--- src/rtl/fa_pkg.sv ---
// Shared definitions for the fa_nbit adder: width limit and a behavioural
// reference sum used by checkers.
package fa_pkg;

  localparam int unsigned FA_MAX_N = 64;

  // Reference (n+1)-bit result of a + b + cin, operands taken as n-bit unsigned.
  // The result sits in the low n+1 bits of the return value; upper bits are zero.
  function automatic logic [FA_MAX_N:0] fa_ref_add(
    input logic [FA_MAX_N-1:0] a,
    input logic [FA_MAX_N-1:0] b,
    input logic                cin,
    input int unsigned         n
  );
    logic [FA_MAX_N:0] op_mask;
    logic [FA_MAX_N:0] res_mask;
    logic [FA_MAX_N:0] total;
    op_mask  = (({{FA_MAX_N{1'b0}}, 1'b1}) << n) - 1'b1;
    res_mask = (({{FA_MAX_N{1'b0}}, 1'b1}) << (n + 1)) - 1'b1;
    // For n = FA_MAX_N the second shift runs off the top, giving an all-ones mask.
    total = ({1'b0, a} & op_mask) + ({1'b0, b} & op_mask) + {{FA_MAX_N{1'b0}}, cin};
    return total & res_mask;
  endfunction

endpackage

--- src/rtl/fa_bit.sv ---
// Single-bit full adder cell, the building block of the ripple chain.
module fa_bit (
  input  logic a,
  input  logic b,
  input  logic ci,
  output logic s,
  output logic co
);

  assign s  = a ^ b ^ ci;
  assign co = (a & b) | (a & ci) | (b & ci);

endmodule

--- src/rtl/fa_nbit.sv ---
// N-bit ripple-carry adder with a one-cycle registered output stage and a
// valid bit travelling alongside the data.
// Optional feature: define FA_NBIT_OVF_EN to add the registered signed
// overflow output ovf.
module fa_nbit
  import fa_pkg::*;
#(
  parameter int N = 8
) (
  input  logic         clk,
  input  logic         rst,
  input  logic         in_valid,
  input  logic [N-1:0] a,
  input  logic [N-1:0] b,
  input  logic         cin,
  output logic         out_valid,
  output logic [N-1:0] sum,
  output logic         cout,
  output logic         zero
`ifdef FA_NBIT_OVF_EN
  ,
  output logic         ovf
`endif
);

  // Reject illegal widths at elaboration time.
  if (N < 1 || N > int'(FA_MAX_N)) begin : g_bad_n
    $error("fa_nbit: N=%0d outside legal range 1..%0d", N, FA_MAX_N);
  end

  logic [N:0]   c;
  logic [N-1:0] s_d;
  logic         cout_d;
  logic         zero_d;

  logic         out_valid_q;
  logic [N-1:0] sum_q;
  logic         cout_q;
  logic         zero_q;

  assign c[0] = cin;

  // Ripple chain: carry out of each cell feeds the carry in of the next.
  for (genvar gi = 0; gi < N; gi++) begin : g_chain
    fa_bit u_bit (
      .a  (a[gi]),
      .b  (b[gi]),
      .ci (c[gi]),
      .s  (s_d[gi]),
      .co (c[gi+1])
    );
  end

  assign cout_d = c[N];
  assign zero_d = (s_d == '0);

  // Valid flag: plain registered copy of in_valid, cleared by reset.
  always_ff @(posedge clk) begin
    if (rst) begin
      out_valid_q <= 1'b0;
    end else begin
      out_valid_q <= in_valid;
    end
  end

  // Data registers: load on in_valid, otherwise hold the last result.
  always_ff @(posedge clk) begin
    if (rst) begin
      sum_q  <= '0;
      cout_q <= 1'b0;
      zero_q <= 1'b1;
    end else if (in_valid) begin
      sum_q  <= s_d;
      cout_q <= cout_d;
      zero_q <= zero_d;
    end
  end

  assign out_valid = out_valid_q;
  assign sum       = sum_q;
  assign cout      = cout_q;
  assign zero      = zero_q;

`ifdef FA_NBIT_OVF_EN
  logic ovf_d;
  logic ovf_q;

  // Signed overflow: carry into the sign bit differs from carry out of it.
  // With N = 1 the carry into the sign bit is cin itself.
  assign ovf_d = c[N] ^ c[N-1];

  // Overflow register shares the data enable and resets to no-overflow.
  always_ff @(posedge clk) begin
    if (rst) begin
      ovf_q <= 1'b0;
    end else if (in_valid) begin
      ovf_q <= ovf_d;
    end
  end

  assign ovf = ovf_q;
`endif

endmodule

--- config.mk ---
export PLATFORM = sky130hd
export DESIGN_NAME = fa_nbit
export DESIGN_NICKNAME = d
export VERILOG_FILES = /design/src/rtl/fa_pkg.sv /design/src/rtl/fa_bit.sv /design/src/rtl/fa_nbit.sv
export SDC_FILE = /design/constraint.sdc
export NUM_CORES = 1
export LEC_CHECK = 0
export ABC_AREA = 1
export BUFFER_PORTS_ARGS = -buffer_cell sky130_fd_sc_hd__buf_2
export CAP_MARGIN = 30
export CELL_PAD_IN_SITES_DETAIL_PLACEMENT = 0
export CELL_PAD_IN_SITES_GLOBAL_PLACEMENT = 1
export CORE_ASPECT_RATIO = 1.4
export CORE_MARGIN = 2
export CORE_UTILIZATION = 34
export CTS_CLUSTER_DIAMETER = 100
export CTS_CLUSTER_SIZE = 10
export DETAILED_ROUTE_END_ITERATION = 10
export PLACE_DENSITY = 0.87
export SETUP_SLACK_MARGIN = 0.2
export SLEW_MARGIN = 20
export SYNTH_ARGS = -nofsm -noshare
export SYNTH_HDL_FRONTEND = slang
export SYNTH_SLANG_ARGS = --single-unit
--- constraint.sdc ---
create_clock -name clk -period 11.3 [get_ports clk]
set_input_delay 1.695 -clock clk [delete_from_list [all_inputs] [get_ports clk]]
set_output_delay 1.695 -clock clk [all_outputs]
set_load 0.005 [all_outputs]
# Word level (Yosys, flattened, before mapping)

Cells that the tools add are included.

Bitwise gates (word level): 56
Reduce and logical (&&, ||, !) cells: 1

Operator list:

| cell            | number |
|---|---|
| 1-bit AND       | 24 |
| 1-bit OR        | 16 |
| 1-bit XOR       | 16 |
| 8-bit zero test | 1 |

Bits in registers: 11
Output and inout port bits: 11

# Depth between registers and ports, before layout

Gate-level depths: netlist of run 1.

Word-level depth: 24
Gate-level depth with buffers: 13
Mapped depth without buffers: 13

# By module

A second synthesis of run 1 with hierarchy kept.

Cell total of the unflattened synthesis: 59
Area, all modules: 570.5 µm²

By module, submodules not included:

| module  | area an instance (µm²) | seq. area each (µm²) | cells each | times used |
|---|---|---|---|---|
| fa_nbit | 410.4                  | 220.2                | 51         | 1 |
| fa_bit  | 20.0                   | 0.0                  | 1          | 8 |

# Worst setup path before layout of run 1

No wires, ideal clock.

Path kind: input port to flip-flop
Start point: input a[0]
End point: register zero_q, in the netlist zero
Required time: 11185 ps
Setup slack: 6104 ps
Setup time: 115 ps
Stages on the path: 13
Data arrival time: 5081 ps
Cell sequence: fa_1 fa_1 fa_1 fa_1 fa_1 fa_1 fa_1 inv_1 fa_1 nand2_1 nor2_1 nand3_1 nand2_1

Cells in the longest elaborated chain, start to end: 23
Elaborated cells on any way between the ends: 38
Those cells by class: bitwise: 37; reduce/logical: 1

Ends and longest elaborated chain:

| item                   | RTL line      | text |
|---|---|---|
| from (decl)            | fa_nbit.sv:13 | `input logic [N-1:0] a,` |
| 1-bit AND              | fa_bit.sv:11  | `assign co = (a & b) \| (a & ci) \| (b & ci);` |
| 1-bit OR (2 in series) | fa_bit.sv:11  |  |
| 1-bit AND              | fa_bit.sv:11  |  |
| 1-bit OR (2 in series) | fa_bit.sv:11  |  |
| 1-bit AND              | fa_bit.sv:11  |  |
| 1-bit OR (2 in series) | fa_bit.sv:11  |  |
| 1-bit AND              | fa_bit.sv:11  |  |
| 1-bit OR (2 in series) | fa_bit.sv:11  |  |
| 1-bit AND              | fa_bit.sv:11  |  |
| 1-bit OR (2 in series) | fa_bit.sv:11  |  |
| 1-bit AND              | fa_bit.sv:11  |  |
| 1-bit OR (2 in series) | fa_bit.sv:11  |  |
| 1-bit AND              | fa_bit.sv:11  |  |
| 1-bit OR (2 in series) | fa_bit.sv:11  |  |
| 1-bit XOR              | fa_bit.sv:10  | `assign s = a ^ b ^ ci;` |
| 8-bit zero test *      | fa_nbit.sv:55 | `assign zero_d = (s_d == '0);` |
| to (signal assigned)   | fa_nbit.sv:75 | `zero_q <= zero_d;` |
| to (decl)              | fa_nbit.sv:39 | `logic zero_q;` |

Mark *: on every way between the ends. The rest lies on a longest branch, timed or not.
A chain may end at the register's enable or synchronous reset.

# Worst setup path in the final report of run 1

Same ends and word-level chain as after synthesis.

==> metrics.cfg, run 1 <==
[status]
status=complete, no violations

[clocking]
cts_sinks=11
clockBufferDepth=2
htree_num_levels=1
postCtsSetupBuffers=0
clk_pin_slew_worst_paths_ns=0.06
cts-buffers-inserted=3
cts_tree=yes
insertion_delay_ns=0.27
root_buffer=clkbuf_4
cts_resized=0
cts_hold_buf=0

[sta]
relSlewSlack_pct=79.6
setup_tns_ns=0
min_period_ns=5.17
tightest_slew_ns=0.306
hold_viol=0
setup_viol=0
fin_crit_sh_pct=45.8
fin_skew_ns=0
rsz0062_at_grt=false
slew_viol_final=0
max_freq_ghz=0.193

[grt]
grt_pass1_vias=544
grt_max_degree=17
grt-ovfl-total=0
grt_pass1_wl_um=1990
grt_usage_pct=13.6
antenna_found_initial=0

[logic_synthesis]
syn_nets=89
syn-instance-count=61
synth-seq-cells=11
synth_area_um2=622
yosys_warnings=0
ys_seq_area_share_pct=35.4
ys_types=12
syn_avg_cell_area_um2=10.2

[cells_and_area]
antenna_cells=0
seq_area_um2=220
fillerInstances=171
multi_input_area_um2=335
drive_gt1_share_pct=42.4
layout.nets=121
fin_area_um2=787
syn2layout_area_growth_pct=26.6

[worst_setup_path]
start_kind=input pin
arrival_ns=5.34
timing.rr.start=sum[5]
r2r_slack_ns=10.70
cp-end-kind=flip-flop
critPathKind=in2reg
reg2reg_depth=2
critical_path_peak_fanout=2
rr_endpoint=sum[5]
required_ns=11.46

[job]
maxCapViolCount=0

[detailed_routing]
viasPerCell=4.56
wl_um=1150
ant_nets=0
drtPass1Iterations=2
routedWlPerCell_um=10.3
drt_iter0_drc=5
drc_errors=0
vias=511

[place]
placed_area_um2=761
dp_hpwl_um=973
numPortBuffers=30
globalplace.congestion=0.709

[power]
power.leakage_nw=0.391
power.density_nw_per_um2=122
vdd_drop_max_v=0.0000611

[min_path]
hold_start=zero
hold_end=zero
hp-class=reg2reg
whs_path_depth=2

[die]
io_pins=31
core_um2=1730
die_height_um=54.6
fp-row-count=18
die_area_um2=2190
die_x_um=40.1
start_util_pct=35.9

-- final cells by class --
type,count,area share (%)
multi-input cells,39,42.6
flip-flops and latches,11,28.0
repair buffers,30,19.1
inverters,8,3.82
clock buffers,4,3.34
well taps,20,3.18
-- cells by family after synthesis --
kind of cell    synth area share [%]
compound gates                  13.3
fa+ha+maj                       25.8
buf+inv                         10.7
flops                           35.4
simple gates                    14.9
-- through the flow --
step                power (mW)  utilization (%)  instances  hold slack [ns]  setup WS [ns]
floorplan               0.0612                -         61            0.456           6.10
global placement        0.0700             43.9        108            0.448           5.89
detailed placement      0.0705             43.9        108            0.455           5.82
CTS                     0.0977             45.4        112            0.468           6.11
global route             0.102             45.4        112            0.500           5.97
finish                  0.0957             45.4        112            0.464           6.13
-- worst max-delay path, stage by stage --
cell	delay [ns]
buf_2	0.11
fa_1	0.44
fa_1	0.39
fa_1	0.39
fa_1	0.39
fa_1	0.39
fa_1	0.39
fa_1	0.37
inv_1	0.08
fa_1	0.45
nand2_1	0.10
nor2_1	0.04
nand3_1	0.08
nand2_1	0.04
-- layout by cell type, fill, tap and decap left out --
cell type / instances
nor2_1: 10
nand2_1: 10
buf_2: 30
clkbuf_4: 3
dfxtp_1: 11
fa_1: 8
inv_1: 8
clkbuf_1: 1
a211oi_2: 5
nand3_1: 1
a21oi_1: 4
nor3b_2: 1
-- synthesized netlist by cell type, drive strengths merged --
library cell	n	area, µm²
nand3	1	5.00
nor2	10	37.5
nand2	10	37.5
dfxtp	11	220
buf	3	36.3
nor3b	1	12.5
a21oi	4	20.0
fa	8	160
inv	8	30.0
a211oi	5	62.6
-- report_power, final --
| group | internal [mW] | switching, mW | leakage, nW |
|---|---|---|---|
| Sequential | 0.0423 | 0.00149 | 0.0914 |
| Combinational | 0.0121 | 0.0133 | 0.285 |
| Clock | 0.0137 | 0.0129 | 0.0150 |
| Total | 0.0680 | 0.0277 | 0.391 |
-- routing by layer --
metal	global-route usage [%]	up-vias	part of all wire [%]
met5	0	-	0
li1	-	251	-
met2	21.8	28	44
met1	14.5	227	42
met4	10.3	0	3.9
met3	3.66	5	9.4
-- worst max-delay path by stage --
stage	startpoint	endpoint
2_1_floorplan	a[0]	zero
3_3_place_gp	a[0]	zero
3_5_place_dp	a[0]	zero
4_1_cts	a[0]	zero
5_1_grt	a[0]	zero
6_report	a[0]	zero
-- flip-flops by register name (all words and copies together), names as in the netlist --
name	flops
cout	1
zero	1
out_valid	1
sum	8
Power figures use the tool's default switching activity.
==> run 2, diff against run 1 <==
- CORE_UTILIZATION: 34 -> 31
- PLACE_DENSITY: 0.87 -> 0.81
- clock period: 11.3 -> 5 ns (I/O delays scaled with it)
==> metrics.cfg, run 2 (synthesis results as in run 1) <==
[power]
vdd_drop_max_v=0.000139  ; +130%
power.leakage_nw=0.391  ; unchanged
power.density_nw_per_um2=276  ; +130%
power_mw=0.217  ; +130%

[cells_and_area]
drive_gt1_share_pct=42.4  ; unchanged
largest_register_ffs=8  ; unchanged
layout.nets=121  ; unchanged
syn2layout_area_growth_pct=26.8
layout_common_cells=30 x buf_2, 11 x dfxtp_1, 10 x nor2_1, 10 x nand2_1
layout_commonest_cell=buf_2
antenna_cells=0  ; unchanged
fillerInstances=205  ; +20%
instances_no_fill=113  ; +0.89%
fin_util_pct=40.9  ; -4.4 points

[clocking]
postCtsSetupBuffers=0  ; unchanged
cts-buffers-inserted=3  ; unchanged
root_buffer=clkbuf_4
cts_sinks=11  ; unchanged
cts_hold_buf=0  ; unchanged
insertion_delay_ns=0.27  ; about the same
clk_pin_slew_worst_paths_ns=0.06  ; about the same
clockBufferDepth=2  ; unchanged
cts_resized=0  ; unchanged
htree_num_levels=1  ; unchanged
cts_tree=yes

[die]
die_x_um=41.9  ; +4.2%
die_height_um=57.0  ; +4.4%
fp-row-count=19  ; +1
die_area_um2=2390  ; +8.8%
io_pins=31  ; unchanged
start_util_pct=32.3  ; -3.6 points
core_um2=1930  ; +11%

[grt]
grt_pass1_wl_um=2080  ; +4.5%
grt_max_degree=17  ; unchanged
antenna_found_initial=0  ; unchanged
grt_pass1_vias=527  ; -3.1%
grt_usage_pct=11.3  ; -2.2 points
grt-ovfl-total=0  ; unchanged

[sta]
tightest_slew_ns=0.322  ; +0.0165 ns
fin_crit_sh_pct=84.7
hold_viol=0  ; unchanged
fin_skew_ns=0  ; unchanged
worst_slack_ns=0.763  ; -5.36 ns
setup_tns_ns=0  ; unchanged
rsz0062_at_grt=false
min_period_ns=4.24
relSlewSlack_pct=78.5  ; -1.1 points
setup_viol=0  ; unchanged
max_freq_ghz=0.236
slew_viol_final=0  ; unchanged

[place]
globalplace.congestion=0.686  ; -3.2%
place_ws_ns=0.469  ; -5.35 ns
numPortBuffers=30  ; unchanged
place_inst=109  ; +0.93%

[worst_setup_path]
critical_path_peak_fanout=2  ; unchanged
cpLargestDelayFamily=adder cells
start_kind=input pin
critPathKind=in2reg
r2r_slack_ns=4.39  ; -6.31 ns
required_ns=5.16  ; -6.30 ns
rr_endpoint=sum[5]
critPathMaxStageDelay_ns=0.46  ; about the same
crit_cells=14  ; unchanged
crit_start=a[0]
timing.rr.start=sum[5]
cp-endpoint=zero
reg2reg_depth=2  ; unchanged
arrival_ns=4.40  ; -0.94 ns
path_buf_inv=2  ; unchanged
cp_slowest_cell=fa_1
crit_top_cell=fa_1
cp_cell_sequence=buf_2 > fa_1 > fa_1 > fa_1 > fa_1 > fa_1 > fa_1 > fa_1 > inv_1 > fa_1 > nand2_1 > nor2_1 > nand3_1 > nand2_1
cp-end-kind=flip-flop

[detailed_routing]
viasPerCell=4.39  ; -3.8%
wl_um=1180  ; +3.0%
drc_errors=0  ; unchanged
drt_iter0_drc=4  ; -1
vias=496  ; -2.9%
routedWlPerCell_um=10.5  ; +2.0%
drtPass1Iterations=3  ; +1
ant_nets=0  ; unchanged

[min_path]
whs_path_depth=2  ; unchanged
hp-class=reg2reg

[status]
status=complete, no violations

[job]
maxCapViolCount=0  ; unchanged

run 2: cell counts in the layout (fill, tap and decap cells not counted):
No cell type changed its count.
run 2: area by class of cell:
class,count,area [µm²],area share [%]
Clock buffer,4,26.3,3.33
Timing Repair Buffer,30,150,19.0
Inverter,8,30.0,3.81
Tap cell,21,26.3,3.33
Multi-Input combinational cell,39,335,42.5
Sequential cell,11,220,27.9
run 2: metrics by stage:
| step | area (µm²) | hold slack (ns) |
|---|---|---|
| after global placement | 762 | 0.451 |
| after detailed placement | 762 | 0.451 |
| final | 788 | 0.461 |
| after CTS | 788 | 0.461 |
| after global routing | 788 | 0.491 |
| after floorplan | 622 | 0.456 |
run 2: where the power goes:
part	total (mW)	internal (mW)	leakage, nW	switching (mW)
logic	0.0579	0.0273	0.285	0.0306
clock network	0.0602	0.0309	0.0150	0.0293
registers	0.0991	0.0955	0.0914	0.00355
run 2: metal layers:
metal  routed length (µm)  GRT usage, %  vias up  part of all wire (%)
met3                   78          2.53        4                   6.6
met1                  470          12.4      219                    40
met4                   23          6.91        0                   1.9
li1                     -             -      251                     -
met2                  611          19.6       22                    52
met5                    0             0        -                     0
run 2: worst register-to-register path: stages, from the launching register on:
cell	delay (ns)
dfxtp_1	0.31
nor2_1	0.12
nor3b_2	0.05
run 2: worst min-delay path by stage:
stage | start | end | slack (ns)
after floorplan | sum[0] | sum[0] | 0.46
after global placement | sum[1] | sum[1] | 0.45
after detailed placement | sum[0] | sum[0] | 0.45
after CTS | sum[0] | sum[0] | 0.46
after global routing | sum[0] | sum[0] | 0.49
final | sum[0] | sum[0] | 0.46
==> run 3, diff against run 2 <==
- CORE_UTILIZATION: 31 -> 28
- PLACE_DENSITY: 0.81 -> 0.78
- clock period: 5 -> 3.4 ns (I/O delays scaled with it)
==> metrics.cfg, run 3 (synthesis results as in run 1) <==
[status]
status=finished with violations
violations=negative setup slack

[cells_and_area]
seq_area_um2=220  ; unchanged
layout_commonest_cell=buf_2
antenna_cells=0  ; unchanged
largest_register_ffs=8  ; unchanged
syn2layout_area_growth_pct=31.2
layout.nets=121  ; unchanged
multi_input_area_um2=355  ; +6.0%
drive_gt1_share_pct=53.3  ; +11 points
fillerInstances=225  ; +9.8%
fin_util_pct=38.4  ; -2.6 points
layout_common_cells=29 x buf_2, 11 x dfxtp_1, 10 x nor2_1, 10 x nand2_1, 8 x fa_2

[worst_setup_path]
timing.rr.start=zero
critPathMaxStageDelay_ns=0.44  ; -0.02 ns
r2r_slack_ns=2.79  ; -1.60 ns
arrival_ns=3.81  ; -0.59 ns
path_buf_inv=2  ; unchanged
start_kind=input pin
critical_path_peak_fanout=2  ; unchanged
cpLargestDelayFamily=adder cells
cp_cell_sequence=buf_6 > fa_2 > fa_2 > fa_2 > fa_2 > fa_2 > fa_2 > fa_2 > inv_2 > fa_2 > nand2_1 > nor2_1 > nand3_1 > nand2_1
crit_top_cell=fa_2
cp-end-kind=flip-flop
cp_slowest_cell=fa_2
critPathKind=in2reg
reg2reg_depth=2  ; unchanged
rr_endpoint=zero
required_ns=3.56  ; -1.60 ns

[clocking]
insertion_delay_ns=0.26  ; about the same
cts_tree=yes
root_buffer=clkbuf_4
clockBufferDepth=2  ; unchanged
cts_sinks=11  ; unchanged
htree_num_levels=1  ; unchanged
cts-buffers-inserted=3  ; unchanged
clk_pin_slew_worst_paths_ns=0.06  ; about the same

[sta]
min_period_ns=3.66
worst_slack_ns=-0.256  ; -1.02 ns
relSlewSlack_pct=79.8  ; +1.3 points
tightest_slew_ns=0.303  ; -0.0191 ns
slew_viol_final=0  ; unchanged
setup_tns_ns=-0.455  ; -0.455 ns
hold_viol=0  ; unchanged
max_freq_ghz=0.274
fin_crit_sh_pct=108
setup_viol=2  ; +2
whs_ns=0.467  ; +0.00605 ns
fin_skew_ns=0  ; unchanged
rsz0062_at_grt=true

[place]
dp_hpwl_um=1050
numPortBuffers=30  ; unchanged
globalplace.congestion=0.661  ; -3.6%

[detailed_routing]
wl_um=1180  ; -0.68%
vias=510  ; +2.8%
drt_iter0_drc=7  ; +3
ant_nets=0  ; unchanged
m1WireLength_um=406  ; -14%
routedWlPerCell_um=10.3  ; -1.5%
drtPass1Iterations=4  ; +1
drc_errors=0  ; unchanged
top_layer=met3
wl_met2_um=665  ; +8.8%
viasPerCell=4.47  ; +1.9%
met3_length_um=104  ; +33%

[grt]
grt_max_degree=17  ; unchanged
grt_pass1_wl_um=1950  ; -6.3%
antenna_found_initial=0  ; unchanged
grt-ovfl-total=0  ; unchanged
grt_pass1_vias=507  ; -3.8%
grt_usage_pct=9.80  ; -1.5 points

[job]
maxCapViolCount=0  ; unchanged

[min_path]
hp-class=reg2reg
whs_path_depth=2  ; unchanged
hold_end=sum[3]
hold_start=sum[3]

[die]
core_um2=2130  ; +10%
start_util_pct=29.2  ; -3.1 points
die_height_um=59.8  ; +4.9%
io_pins=31  ; unchanged
die_x_um=43.8  ; +4.7%
fp-row-count=20  ; +1
die_area_um2=2620  ; +9.8%

[power]
vdd_drop_max_v=0.000178  ; +28%
power_mw=0.324  ; +49%
power.density_nw_per_um2=397  ; +44%
power.leakage_nw=0.384  ; -1.7%

[run 3: cell counts in the layout (fill, tap and decap cells not counted)]
Identical to the previous run, type by type.
[run 3: repair_timing]
| item | in CTS | in global routing |
|---|---|---|
| pin swaps | 3 | 0 |
| buffers inserted | 0 | 0 |
| gates resized for setup | 2 | 0 |
| endpoints found under the setup margin | 4 | 4 |
| hold buffers | 0 | 0 |
[run 3: layout make-up]
cell class,count,share of cell area [%]
Multi-Input combinational cell,39,43.6
Sequential cell,11,27.0
Timing Repair Buffer,30,19.2
Inverter,8,3.68
Tap cell,22,3.37
Clock buffer,4,3.22
[run 3: layer usage]
metal / global-route usage (%) / vias to the layer above
met5: 0 / -
met4: 2.60 / 0
met3: 3.32 / 0
met2: 18.7 / 21
met1: 9.83 / 239
li1: - / 250
[run 3: where the power goes]
group          internal [mW]  total, mW  switching (mW)
Clock                 0.0453     0.0866          0.0412
Combinational         0.0445     0.0914          0.0469
Sequential             0.140      0.146         0.00532
[run 3: how the worst max path moves through the flow]
stage / to / start / depth (start not counted)
2_1_floorplan: zero / a[0] / 13
3_3_place_gp: zero / a[0] / 14
3_5_place_dp: zero / a[0] / 14
4_1_cts: zero / a[0] / 14
5_1_grt: zero / a[0] / 14
6_report: zero / a[0] / 14
[run 3: worst min-delay path: cells and delay by family (launching register included)]
kind	cells	cell delay (ns)
AOI/OAI and AO/OA	1	0.05
and+or+nand+nor	1	0.06
DFF	1	0.31
[run 3: through the flow]
step / area (µm²) / setup WS [ns] / cells
6_report: 816 / -0.256 / 114
4_1_cts: 816 / -0.268 / 114
3_5_place_dp: 781 / -0.587 / 110
3_3_place_gp: 781 / -0.567 / 110
5_1_grt: 816 / -0.353 / 114
2_1_floorplan: 639 / -0.362 / 61
